[src/rtl/async_reset_sync_vec.sv]
// Multi-channel synchroniser: DEPTH-flop chain per channel, optional glitch filter,
// registered level output with rise/fall pulses and a post-reset ready flag.
module async_reset_sync_vec #(
    parameter int               WIDTH = 1,
    parameter int               DEPTH = 3,
    parameter logic [WIDTH-1:0] INIT  = '0,
    parameter int               FILT  = 0
) (
    input  logic             clock,
    input  logic             reset_n,
    input  logic [WIDTH-1:0] d,
    output logic [WIDTH-1:0] q,
    output logic [WIDTH-1:0] rise,
    output logic [WIDTH-1:0] fall,
    output logic             ready
);

    localparam int RDY_TERM = DEPTH + FILT + 1;
    localparam int RDY_W    = $clog2(DEPTH + FILT + 2);
    localparam logic [RDY_W-1:0] RDY_TC = RDY_W'(RDY_TERM);

    if (DEPTH < 2 || DEPTH > 8 || WIDTH < 1 || WIDTH > 64 || FILT < 0 || FILT > 255) begin : g_bad_param
        $error("async_reset_sync_vec: parameter out of range");
    end

    logic [WIDTH-1:0] stage [DEPTH];
    logic [WIDTH-1:0] sync;
    logic [WIDTH-1:0] q_d;
    logic [RDY_W-1:0] rdy_cnt;

    always_ff @(posedge clock or negedge reset_n) begin
        if (!reset_n) begin
            for (int k = 0; k < DEPTH; k++) begin
                stage[k] <= INIT;
            end
        end else begin
            stage[0] <= d;
            for (int k = 1; k < DEPTH; k++) begin
                stage[k] <= stage[k-1];
            end
        end
    end

    assign sync = stage[DEPTH-1];

    if (FILT == 0) begin : g_nofilt
        always_ff @(posedge clock or negedge reset_n) begin
            if (!reset_n) begin
                q <= INIT;
            end else begin
                q <= sync;
            end
        end
    end else begin : g_filt
        localparam logic [7:0] FILT_C = FILT[7:0];
        logic [7:0] cnt [WIDTH];

        // A channel only updates after sync disagrees with q for FILT+1 consecutive edges.
        always_ff @(posedge clock or negedge reset_n) begin
            if (!reset_n) begin
                q <= INIT;
                for (int i = 0; i < WIDTH; i++) begin
                    cnt[i] <= '0;
                end
            end else begin
                for (int i = 0; i < WIDTH; i++) begin
                    if (sync[i] == q[i]) begin
                        cnt[i] <= '0;
                    end else if (cnt[i] == FILT_C) begin
                        q[i]   <= sync[i];
                        cnt[i] <= '0;
                    end else begin
                        cnt[i] <= cnt[i] + 8'd1;
                    end
                end
            end
        end
    end

    always_ff @(posedge clock or negedge reset_n) begin
        if (!reset_n) begin
            q_d <= INIT;
        end else begin
            q_d <= q;
        end
    end

    assign rise = q & ~q_d;
    assign fall = ~q & q_d;

    always_ff @(posedge clock or negedge reset_n) begin
        if (!reset_n) begin
            rdy_cnt <= '0;
        end else if (rdy_cnt != RDY_TC) begin
            rdy_cnt <= rdy_cnt + RDY_W'(1);
        end
    end

    assign ready = (rdy_cnt == RDY_TC);

endmodule
[config.mk]
export PLATFORM = sky130hd
export DESIGN_NAME = async_reset_sync_vec
export DESIGN_NICKNAME = d
export VERILOG_FILES = /design/src/rtl/async_reset_sync_vec.sv
export SDC_FILE = /design/constraint.sdc
export NUM_CORES = 1
export LEC_CHECK = 0
export ABC_AREA = 1
export ABC_CLOCK_PERIOD_IN_PS = 1150
export CORE_AREA = 10 10 47 49
export DETAILED_ROUTE_END_ITERATION = 16
export DIE_AREA = 0 0 57 59
export GPL_TIMING_DRIVEN = 0
export PLACE_DENSITY_LB_ADDON = 0.2
export SETUP_SLACK_MARGIN = 0.05
export SKIP_LAST_GASP = 1
export SLEW_MARGIN = 25
export SYNTH_ARGS = -nofsm -noshare
export SYNTH_HDL_FRONTEND = slang
export SYNTH_SLANG_ARGS = --single-unit
export TNS_END_PERCENT = 1
[constraint.sdc]
create_clock -name clock -period 1.15 [get_ports clock]
set_input_delay 0.115 -clock clock [delete_from_list [all_inputs] [get_ports clock]]
set_output_delay 0.115 -clock clock [all_outputs]
set_load 0.01 [all_outputs]
==> results_dict.tcl <==
set metrics [dict create \
    status "finished, violations left" \
    failed_checks "negative setup slack" \
    syn_area_sq_um 303 \
    dp_cells 51 \
    final-hold-violation-count 0 \
    cts_tree "done" \
    synthToLayoutAreaGrowth_pct 48.8 \
    cp-end-kind "output pin" \
    final_cell_mix "dfrtp_1, nand2_1, inv_1, buf_4" \
    syn_area_per_cell_sq_um 10.4 \
    timing.fmax_mhz 854 \
    power_density_nw_per_um2 1160 \
    htreeDepth 1 \
    layout_min_cycle_time_ns 1.17 \
    worstRegToRegCells 4 \
    routed_wl_um 544 \
    grt_start_max_net_pins 9 \
    finalSetupTns_ns -0.0213 \
    grt_usage_pct 3.74 \
    clock_latency_ns 0.25 \
    arrival_ns 1.06 \
    ant_nets 0 \
    r2r_end "rdy_cnt[2]" \
    p_leak_nw 0.240 \
    gp_congestion 0.607 \
    maxCapViolCount 0 \
    drv_slew 0 \
    min_path_type "in2async" \
    io_buffers 6 \
    row_count 14 \
    required_ns 1.03 \
    cts-buffers-inserted 3 \
    hold_buffers 0 \
    ys_ff_latch 8 \
    rsz0062_at_grt "yes" \
    report.final.setup_viol 1 \
    drive_above_1_share_pct 31.0 \
    ir_worst_vdd_uv 772 \
    crit_fanout 4 \
    clk_pin_slew_ns 0.05 \
    antenna_found_initial 0 \
    synthCells 29 \
    ios 7 \
    place.detailed.hpwl_um 370 \
    cts_num_sinks 8 \
    drtIter0Drc 1 \
    overflow 0 \
    worst_pin_slew_ns 0.350 \
    final_cell_area_sq_um 450 \
    drc 0 \
    dr_total_vias 223 \
    core_sq_um 1400 \
    grt_pass1_wl_um 952 \
    pre_cts_ws_ns -0.316 \
    die_width_um 57 \
    reg2reg_from "rdy_cnt[0]" \
    criticalPathCategory "reg2out" \
    layout_setup_ws_ns -0.0213 \
    slew_headroom_pct 76.6 \
    first_pass_iters 2 \
    min_period_over_period_pct 102 \
    ff2ff_setup_slack_ns 0.17 \
    diodes 0 \
    cts.path.max_buffers 2 \
    ys_seq_area_share_pct 66.1 \
    placed_cell_area_sq_um 383 \
    yosysUniqueCellTypes 7 \
    syn-num-nets 34 \
    via_per_inst 3.84 \
    dieArea_sq_um 3360 \
    p_total_mw 0.522 \
    final_common_cell "dfrtp_1" \
    ys.warnings.count 0 \
    die_h_um 59 \
    startpoint_type "flop" \
    fin_nets 49 \
    grt_pass1_vias 228 \
    instances_no_fill 58 \
    wl_per_cell_um 9.38 \
    initial_utilization_pct 21.6 \
    finalClockSkew_ns 0.00539 \
    cts_root_buf "clkbuf_4" \
]
-- critical path, stage by stage (launching register included) --
cell	delay (ns)
dfrtp_1	0.38
inv_2	0.08
ha_4	0.14
nand2_4	0.06
inv_2	0.06
buf_6	0.09
-- kinds of logic after synthesis --
| logic type | after synthesis | share of synthesized area (%) |
|---|---|---|
| adder cells (fa/ha/maj) | 2 | 8.26 |
| buffers and inverters | 7 | 8.68 |
| flip-flops | 8 | 66.1 |
| AND/OR/NAND/NOR | 12 | 16.9 |
-- area by class of cell --
class / instances / area (sq um)
Inverter: 7 / 26.3
Tap cell: 16 / 20.0
Clock buffer: 3 / 22.5
Fill cell: 143 / 951
Sequential cell: 8 / 200
Timing Repair Buffer: 10 / 87.6
Multi-Input combinational cell: 14 / 93.8
-- sequential cells by signal (all words and copies together) (netlist names) --
signal,count
sync,1
stage,2
rdy_cnt,3
q_d,1
q,1
-- metal layers --
metal,vias up,routed length (um),track usage (%),share of wire [%]
met4,0,0,1.01,0
met5,-,0,0,0
met2,6,267,5.43,49
met1,106,222,3.38,41
met3,0,54,4.29,9.9
li1,111,-,-,-
-- cells in the mapped netlist --
| master | n | share of area (%) |
|---|---|---|
| nand2_1 | 6 | 7.4 |
| nand3_1 | 3 | 5.0 |
| nor2_1 | 2 | 2.5 |
| nand2_2 | 1 | 2.1 |
| inv_1 | 7 | 8.7 |
| ha_1 | 2 | 8.3 |
| dfrtp_1 | 8 | 66 |
-- where the power goes --
part           internal, mW  switching (mW)
logic                0.0122          0.0116
clock network         0.119          0.0845
registers             0.291         0.00376
-- how the worst max path moves through the flow --
stage / startpoint / endpoint / slack, ns / cells past startpoint
after floorplan: rdy_cnt[0] / rdy_cnt[1] / 0.24 / 5
after global placement: rdy_cnt[0] / ready / -0.28 / 5
after detailed placement: rdy_cnt[0] / ready / -0.32 / 5
after CTS: rdy_cnt[0] / ready / -0.1 / 5
after global routing: rdy_cnt[0] / ready / -0.09 / 5
final: rdy_cnt[0] / ready / -0.02 / 5
-- timing repair --
action,in CTS,in global routing
endpoints found under the setup margin,4,3
pin swaps,1,0
hold endpoints to repair,0,0
setup buffers,3,1
resized for setup,9,5
-- metrics by stage --
step | utilization [%] | hold WS, ns
global route | 32.1 | 0.156
detailed placement | 27.3 | 0.339
floorplan | - | -0.181
finish | 32.1 | 0.139
CTS | 30.1 | 0.139
global placement | 27.3 | 0.332
No activity file was read; power rests on OpenSTA's default activity.
